File: config.mk
export PLATFORM = sky130hd
export DESIGN_NAME = btn_debounce_flat
export DESIGN_NICKNAME = d
export VERILOG_FILES = /design/src/rtl/btn_debounce_pkg.sv /design/src/rtl/btn_debounce_if.sv /design/src/rtl/btn_debounce_sync_2ff.sv /design/src/rtl/btn_debounce.sv /design/src/flat_wrapper.sv
export SDC_FILE = /design/constraint.sdc
export NUM_CORES = 1
export LEC_CHECK = 0
export BUFFER_PORTS_ARGS = -buffer_cell sky130_fd_sc_hd__buf_2
export CORE_MARGIN = 2
export CORE_UTILIZATION = 30
export DETAILED_ROUTE_END_ITERATION = 10
export SYNTH_ARGS = -nofsm -noshare
export SYNTH_HDL_FRONTEND = slang
export SYNTH_SLANG_ARGS = --single-unit
export TNS_END_PERCENT = 10
File: constraint.sdc
create_clock -name sys_clk -period 3.7 [get_ports sys_clk]
set_input_delay 0.555 -clock sys_clk [delete_from_list [all_inputs] [get_ports sys_clk]]
set_output_delay 0.555 -clock sys_clk [all_outputs]
set_load 0.1 [all_outputs]
File: src/rtl/btn_debounce_pkg.sv
// Shared definitions for the push-button debouncer: FSM encoding and counter width.
// Also intended for the LED stage and testbenches that decode debouncer state.
package btn_debounce_pkg;

  localparam int CNT_W = 32;

  typedef enum logic [1:0] {
    IDLE         = 2'd0,
    PRESS_WAIT   = 2'd1,
    PRESSED      = 2'd2,
    RELEASE_WAIT = 2'd3
  } db_state_t;

endpackage

File: src/rtl/btn_debounce_if.sv
// Button-side signal bundle: raw active-low button in, debounced level and event strobes out.
interface btn_debounce_if;

  logic btn_n;
  logic btn_level;
  logic press_pulse;
  logic release_pulse;
  logic long_pulse;

  modport master (
    output btn_n,
    input  btn_level,
    input  press_pulse,
    input  release_pulse,
    input  long_pulse
  );

  modport slave (
    input  btn_n,
    output btn_level,
    output press_pulse,
    output release_pulse,
    output long_pulse
  );

endinterface

File: src/rtl/btn_debounce_sync_2ff.sv
// Two-flop synchronizer for one asynchronous bit; resets to 1 so an active-low
// button reads as released while in reset.
module sync_2ff (
  input  logic clk,
  input  logic rst_n,
  input  logic d,
  output logic q
);

  logic ff1_reg;
  logic ff2_reg;

  always_ff @(posedge clk or negedge rst_n) begin
    if (!rst_n) begin
      ff1_reg <= 1'b1;
      ff2_reg <= 1'b1;
    end else begin
      ff1_reg <= d;
      ff2_reg <= ff1_reg;
    end
  end

  assign q = ff2_reg;

endmodule

File: src/rtl/btn_debounce.sv
// Push-button debouncer: synchronizes btn_n, accepts a level only after it has been
// stable for DEBOUNCE_CYCLES, and emits press/release/long-press strobes.
module btn_debounce
  import btn_debounce_pkg::*;
#(
  parameter int DEBOUNCE_CYCLES = 270_000,
  parameter int LONG_CYCLES     = 27_000_000
) (
  input logic            sys_clk,
  input logic            sys_reset,
  btn_debounce_if.slave  bus
);

  localparam logic [CNT_W-1:0] DB_LAST   = CNT_W'(DEBOUNCE_CYCLES - 1);
  localparam logic [CNT_W-1:0] LONG_LAST = CNT_W'(LONG_CYCLES - 1);

  logic btn_sync_n;
  logic raw;

  sync_2ff u_sync (
    .clk   (sys_clk),
    .rst_n (sys_reset),
    .d     (bus.btn_n),
    .q     (btn_sync_n)
  );

  assign raw = ~btn_sync_n;

  db_state_t        state_reg, state_next;
  logic [CNT_W-1:0] db_cnt_reg, db_cnt_next;
  logic [CNT_W-1:0] hold_cnt_reg, hold_cnt_next;
  logic             level_reg, level_next;
  logic             press_reg, press_next;
  logic             release_reg, release_next;
  logic             long_reg, long_next;
  logic             long_done_reg, long_done_next;
  logic             long_fire;

  always_ff @(posedge sys_clk or negedge sys_reset) begin
    if (!sys_reset) begin
      state_reg     <= IDLE;
      db_cnt_reg    <= '0;
      hold_cnt_reg  <= '0;
      level_reg     <= 1'b0;
      press_reg     <= 1'b0;
      release_reg   <= 1'b0;
      long_reg      <= 1'b0;
      long_done_reg <= 1'b0;
    end else begin
      state_reg     <= state_next;
      db_cnt_reg    <= db_cnt_next;
      hold_cnt_reg  <= hold_cnt_next;
      level_reg     <= level_next;
      press_reg     <= press_next;
      release_reg   <= release_next;
      long_reg      <= long_next;
      long_done_reg <= long_done_next;
    end
  end

  always_comb begin
    state_next   = state_reg;
    db_cnt_next  = db_cnt_reg;
    level_next   = level_reg;
    press_next   = 1'b0;
    release_next = 1'b0;
    case (state_reg)
      IDLE: begin
        if (raw) begin
          state_next  = PRESS_WAIT;
          db_cnt_next = '0;
        end
      end
      PRESS_WAIT: begin
        if (!raw) begin
          state_next = IDLE;
        end else if (db_cnt_reg == DB_LAST) begin
          state_next = PRESSED;
          level_next = 1'b1;
          press_next = 1'b1;
        end else begin
          db_cnt_next = db_cnt_reg + 1'b1;
        end
      end
      PRESSED: begin
        if (!raw) begin
          state_next  = RELEASE_WAIT;
          db_cnt_next = '0;
        end
      end
      RELEASE_WAIT: begin
        // A rebound back to pressed keeps the level and hold count untouched.
        if (raw) begin
          state_next = PRESSED;
        end else if (db_cnt_reg == DB_LAST) begin
          state_next   = IDLE;
          level_next   = 1'b0;
          release_next = 1'b1;
        end else begin
          db_cnt_next = db_cnt_reg + 1'b1;
        end
      end
      default: state_next = IDLE;
    endcase
  end

  // level_reg gates the long event so the stale saturated hold count seen on the
  // edge after a release cannot re-fire it once long_done has been cleared.
  always_comb begin
    hold_cnt_next = hold_cnt_reg;
    if (!level_reg) begin
      hold_cnt_next = '0;
    end else if (hold_cnt_reg != LONG_LAST) begin
      hold_cnt_next = hold_cnt_reg + 1'b1;
    end
    long_fire      = level_reg && (hold_cnt_reg == LONG_LAST) && !long_done_reg;
    long_next      = long_fire;
    long_done_next = long_done_reg;
    if (release_next) begin
      long_done_next = 1'b0;
    end else if (long_fire) begin
      long_done_next = 1'b1;
    end
  end

  assign bus.btn_level     = level_reg;
  assign bus.press_pulse   = press_reg;
  assign bus.release_pulse = release_reg;
  assign bus.long_pulse    = long_reg;

endmodule

File: src/flat_wrapper.sv
// flat-port wrapper written by rule: the top's interface ports become plain ports
module btn_debounce_flat import btn_debounce_pkg::*;
#(
  parameter int DEBOUNCE_CYCLES = 270_000,
  parameter int LONG_CYCLES     = 27_000_000
)
  (sys_clk, sys_reset, bus_btn_n, bus_btn_level, bus_press_pulse, bus_release_pulse, bus_long_pulse);
  btn_debounce_if bus_i ();
  input logic sys_clk;
  input logic sys_reset;
  input wire logic [$bits(bus_i.btn_n)-1:0] bus_btn_n;
  output wire logic [$bits(bus_i.btn_level)-1:0] bus_btn_level;
  output wire logic [$bits(bus_i.press_pulse)-1:0] bus_press_pulse;
  output wire logic [$bits(bus_i.release_pulse)-1:0] bus_release_pulse;
  output wire logic [$bits(bus_i.long_pulse)-1:0] bus_long_pulse;
  assign bus_i.btn_n = bus_btn_n;
  assign bus_btn_level = bus_i.btn_level;
  assign bus_press_pulse = bus_i.press_pulse;
  assign bus_release_pulse = bus_i.release_pulse;
  assign bus_long_pulse = bus_i.long_pulse;
  btn_debounce #(.DEBOUNCE_CYCLES(DEBOUNCE_CYCLES), .LONG_CYCLES(LONG_CYCLES)) u_core (.sys_clk(sys_clk), .sys_reset(sys_reset), .bus(bus_i));
endmodule
==> results of run 1 <==
==> worst max path at each step <==
stage                              endpoint  slack [ns]
floorplan             u_core.db_cnt_reg[16]        1.48
global placement      u_core.db_cnt_reg[10]        1.37
detailed placement    u_core.db_cnt_reg[18]        1.37
CTS                   u_core.db_cnt_reg[28]        1.36
global route        u_core.hold_cnt_reg[24]        1.17
finish                u_core.db_cnt_reg[28]        1.36
==> cell type report <==
class / count / area (µm²) / area share (%)
inverter: 9 / 33.8 / 0.767
timing repair buffer: 9 / 55.1 / 1.25
tap: 172 / 215 / 4.88
clock buffer: 11 / 243 / 5.51
multi-input combinational: 318 / 2000 / 45.4
clock inverter: 4 / 30.0 / 0.682
sequential: 73 / 1830 / 41.5
==> kinds of logic (layout without fill, tap and decap cells) <==
family,count (synthesis),count (layout)
and+or+nand+nor,187,187
xor gates and xnor gates,22,22
muxes,4,4
buffers and inverters,27,33
DFF,73,73
adders and majority gates,2,2
AOI/OAI and AO/OA,103,103
==> synth_stat cells (4+ instances only) <==
cell / instances
a21oi_1: 8
a31oi_1: 11
and2_1: 9
and3_1: 10
and4_1: 9
clkbuf_1: 13
dfrtp_1: 71
inv_1: 8
mux2i_1: 4
nand2_1: 35
nand2b_1: 5
nand3_1: 28
nand4_1: 18
nor2_1: 27
nor3_1: 11
nor4_1: 8
o21a_1: 7
o21ai_0: 31
o21ai_1: 4
o31a_1: 4
o31ai_1: 20
o41ai_1: 8
or4_1: 10
xnor2_1: 9
xor2_1: 13
==> stage by stage <==
stage	power, mW	std cells	worst slack [ns]	instance area, µm²	hold slack (ns)
6_report	1.66	596	1.36	4410	0.321
4_1_cts	1.69	596	1.36	4410	0.306
3_5_place_dp	0.883	581	1.37	4130	0.347
3_3_place_gp	0.882	581	1.37	4130	0.348
5_1_grt	1.73	596	1.17	4410	0.307
2_1_floorplan	0.857	418	1.48	3950	0.259
==> power groups by stage <==
stage | combinational [mW] | sequential (mW) | clock (mW)
after CTS | 0.0569 | 0.813 | 0.823
after global placement | 0.0554 | 0.826 | 0
final | 0.0556 | 0.813 | 0.794
after floorplan | 0.0305 | 0.826 | 0
after detailed placement | 0.0563 | 0.827 | 0
after global routing | 0.0634 | 0.814 | 0.850
==> layer usage <==
layer	vias to the layer above	global-route usage, %	share of wire (%)
met2	78	20.2	46
met1	1670	18.7	48
li1	1600	-	-
met5	-	0	0
met3	9	3.62	4.4
met4	0	4.76	1.1
==> critical path, stage by stage, from the launching register on <==
cell     delay (ns)
dfrtp_1        0.44
or4_1          0.55
or3_4          0.43
o31ai_4        0.25
buf_4          0.32
or4_1          0.16
o21ai_0        0.07
==> impl_metrics.json, run 1 <==
{
  "holdPathStages": 1,
  "rsz0062_at_grt": "false",
  "fmax_mhz": 428,
  "synth_area_leaders": "dfrtp_1, o21ai_0, o31ai_1",
  "synthMuxAreaShare_pct": 1.01,
  "synth_cell_types": 49,
  "peakVddDrop_v": 0.000180,
  "htree_levels": 3,
  "fp-row-count": 41,
  "endpoint_kind": "flip-flop",
  "combPwrFrac_pct": 3.3,
  "critPathLaunch": "u_core.db_cnt_reg[25]",
  "switching_share_pct": 22.6,
  "cts_resized": 0,
  "wl_per_cell_um": 15.1,
  "synth_largest_area_cell": "dfrtp_1",
  "synth_xor_area_share_pct": 4.88,
  "power.density_mw_per_mm2": 378,
  "cap_violations": 0,
  "vias": 3357,
  "rr_endpoint": "u_core.db_cnt_reg[28]",
  "wl_um": 9010,
  "syn_avg_cell_area_um2": 9.45,
  "cts.path.max_buffers": 2,
  "yosysSeqAreaShare_pct": 46.3,
  "p_sw_uw": 375,
  "hold_class": "input pin to flip-flop",
  "tightest_slew_ns": 0.912,
  "p_int_mw": 1.29,
  "finalCritPeriodShare_pct": 63.2,
  "setup_viol": 0,
  "r2r_cells": 6,
  "insertion_delay_ns": 0.33,
  "grt_start_max_net_pins": 74,
  "drc": 0,
  "whs_endpoint": "u_core.u_sync.ff1_reg",
  "relSlewSlack_pct": 39.2,
  "ys_seq_elements": 73,
  "cts_setup_buffers": 0,
  "core_region_area_mm2": 0.0127,
  "slew_violations": 0,
  "grt_usage_pct": 13.5,
  "p_leak_nw": 1.64,
  "synth-compound-area-share_pct": 17.6,
  "syn_inst": 418,
  "dieArea_mm2": 0.0141,
  "drtPass1Iterations": 5,
  "hpwl_um": 5860,
  "fillers": 1339,
  "globalplace.congestion": 0.877,
  "yosys_warnings": 0,
  "initial_core_util_pct": 31.0,
  "cts_tree": "built",
  "die_y_um": 119,
  "drt_iter0_markers": 257,
  "min-delay-start": "bus_btn_n",
  "status": "complete, no violations",
  "cts_inserted_buffers": 9,
  "power_frac_clock_pct": 47.8,
  "cts_hold_buf": 0,
  "cts.clk_slew.worst_paths_ns": 0.05,
  "start_kind": "flip-flop",
  "synthSimpleGateAreaFrac_pct": 26.6,
  "grt_pass1_vias": 3186,
  "antenna_found_initial": 0,
  "path_class": "flip-flop to flip-flop",
  "fin_setup_tns_ns": 0,
  "synth-edff-count": 0,
  "die_w_um": 119,
  "grt_pass1_wl_um": 15600,
  "r2r_slack_ns": 1.36,
  "r2r_start": "u_core.db_cnt_reg[25]",
  "fin_skew_ns": 0.00423,
  "crit_fanout": 27,
  "syn2layout_area_growth_pct": 11.6,
  "final_util_pct": 34.6,
  "synth-async-reset-ratio_pct": 100,
  "antenna_left": 0,
  "synth_top_area_share_pct": 45.0,
  "root_buffer": "clkbuf_16",
  "cp.arrival_ns": 2.54,
  "grt-ovfl-total": 0,
  "syn_nets": 423,
  "clock_sinks": 73,
  "layout_min_cycle_time_ns": 2.34,
  "nets": 425,
  "drive_gt1_share_pct": 7.78,
  "synth.cell_area_mm2": 0.00395,
  "io_buffers": 6,
  "hold_viol_final": 0,
  "n_antenna_cell": 0,
  "worstPathRequired_ns": 3.90,
  "synth_top_family_by_area": "simple AND/OR/NAND/NOR gates",
  "final_common_cell": "dfrtp_1",
  "layout_common_cells": "dfrtp_1, nand2_1, o21ai_0, nand3_1, nor2_1",
  "viasPerCell": 5.63,
  "ios": 7,
  "synthFlopType": "dfrtp_1",
  "synthAdderAreaFrac_pct": 0.634,
  "seq_power_share_pct": 48.9
}
Power figures use the tool's default switching activity.
==> run 2, diff against run 1 <==
Clock period 3.7 ns to 2.4 ns, I/O delays scaled along.
==> impl_metrics.json, run 2 (same netlist as run 1, synthesis figures left out) <==
{
  "status": "complete, no violations",
  "hold_class": "input pin to async pin",
  "cts_resized": 0,
  "drc": 0,
  "final_cells": 617,
  "combPwrFrac_pct": 4.0,
  "htree_levels": 3,
  "peakVddDrop_v": 0.000334,
  "layout_common_cells": "dfrtp_1, nand2_1, o21ai_0, nand3_1, nor2_1",
  "final_common_cell": "dfrtp_1",
  "grt_usage_pct": 14.7,
  "layout_min_cycle_time_ns": 2.24,
  "cp.arrival_ns": 2.48,
  "wl_per_cell_um": 15.5,
  "cts_hold_buf": 0,
  "hpwl_um": 6370,
  "timing.final.ws_setup_ns": 0.164,
  "fmax_mhz": 447,
  "die_y_um": 119,
  "root_buffer": "clkbuf_16",
  "cts.clk_slew.worst_paths_ns": 0.06,
  "worstPathRequired_ns": 2.65,
  "fillers": 1325,
  "p_sw_uw": 647,
  "grt_pass1_wl_um": 16700,
  "crit_fanout": 27,
  "wl_um": 9580,
  "nets": 445,
  "io_buffers": 6,
  "tightest_slew_ns": 0.776,
  "dpl_worst_slack_ns": 0.172,
  "cts_inserted_buffers": 9,
  "grt_pass1_vias": 3439,
  "finalCritPeriodShare_pct": 93.2,
  "drive_gt1_share_pct": 12.4,
  "cts_tree": "built",
  "switching_share_pct": 24.6,
  "n_antenna_cell": 0,
  "endpoint_kind": "flip-flop",
  "antenna_found_initial": 0,
  "relSlewSlack_pct": 48.1,
  "syn2layout_area_growth_pct": 15.8,
  "core_region_area_mm2": 0.0127,
  "clock_sinks": 73,
  "viasPerCell": 5.52,
  "cap_violations": 0,
  "p_int_mw": 1.98,
  "antenna_left": 0,
  "hold_slack_ns": 0.0139,
  "setup_viol": 0,
  "drt_iter0_markers": 255,
  "seq_power_share_pct": 47.5,
  "slew_violations": 0,
  "globalplace.congestion": 0.873,
  "fp-row-count": 41,
  "path_class": "flip-flop to flip-flop",
  "grt-ovfl-total": 0,
  "vias": 3404,
  "grt_start_max_net_pins": 44,
  "fin_skew_ns": 0.00725,
  "dieArea_mm2": 0.0141,
  "ios": 7,
  "cts_setup_buffers": 0,
  "power_frac_clock_pct": 48.5,
  "rsz0062_at_grt": "false",
  "hold_viol_final": 0,
  "insertion_delay_ns": 0.34,
  "p_leak_nw": 1.74,
  "start_kind": "flip-flop",
  "cts.path.max_buffers": 2,
  "place_inst": 601,
  "power.density_mw_per_mm2": 574,
  "die_w_um": 119,
  "fin_setup_tns_ns": 0,
  "drtPass1Iterations": 5,
  "initial_core_util_pct": 31.0
}
-- run 2: changes by cell type in the layout (fill, tap and decap cells not counted) --
cell,delta
buf_12,+1
buf_4,+19
clkbuf_1,-1
clkbuf_8,-1
clkinv_4,-1
clkinvlp_4,+2
inv_6,+2
-- run 2: path summary, 6_finish.rpt --
check                                      start                endpoint  slack (ns)  cells past startpoint
hold reg to reg            u_core.u_sync.ff1_reg         u_core.u_sync.q        0.35                      0
setup reg to reg           u_core.db_cnt_reg[25]   u_core.db_cnt_reg[15]        0.16                      6
setup / recovery           u_core.db_cnt_reg[25]   u_core.db_cnt_reg[15]        0.16                      6
max in group asynchronous              sys_reset   u_core.db_cnt_reg[19]        1.80                      2
hold / removal                         sys_reset  u_core.hold_cnt_reg[9]        0.01                      1
min in group sys_clk                   bus_btn_n   u_core.u_sync.ff1_reg        0.12                      1
-- run 2: through the flow --
step | cell area [µm²] | total power, mW | utilization [%]
4_1_cts | 4570 | 2.66 | 36.0
6_report | 4570 | 2.62 | 36.0
3_5_place_dp | 4300 | 1.38 | 33.8
3_3_place_gp | 4300 | 1.37 | 33.8
5_1_grt | 4570 | 2.74 | 36.0
2_1_floorplan | 3950 | 1.32 | -
-- run 2: power by group through the flow --
stage,Clock [mW],Sequential [mW],Combinational (mW)
6_report,1.27,1.25,0.104
4_1_cts,1.31,1.25,0.107
3_3_place_gp,0,1.27,0.105
3_5_place_dp,0,1.27,0.106
2_1_floorplan,0,1.27,0.0470
5_1_grt,1.37,1.25,0.119
-- run 2: metal layers --
metal	GRT usage (%)	vias to the layer above	wire length [µm]
li1	-	1636	-
met1	19.4	1674	4610
met2	22.9	81	4410
met3	3.96	13	416
met4	5.73	0	146
met5	0	-	0
-- run 2: final cells by class --
cell class	instances	area [µm²]	area share, %
multi-input cells	318	2000	43.7
repair buffers	29	218	4.76
well taps	172	215	4.70
clock buffers	9	225	4.92
inverters	9	33.8	0.739
clock inverters	7	53.8	1.18
flip-flops and latches	73	1830	40.0
-- run 2: worst max-delay path: stages (launching register included) --
cell     delay, ns
dfrtp_1       0.37
or4_1         0.51
or3_4         0.43
o31ai_4       0.25
buf_4         0.32
o21ai_0       0.17
o31ai_1       0.09
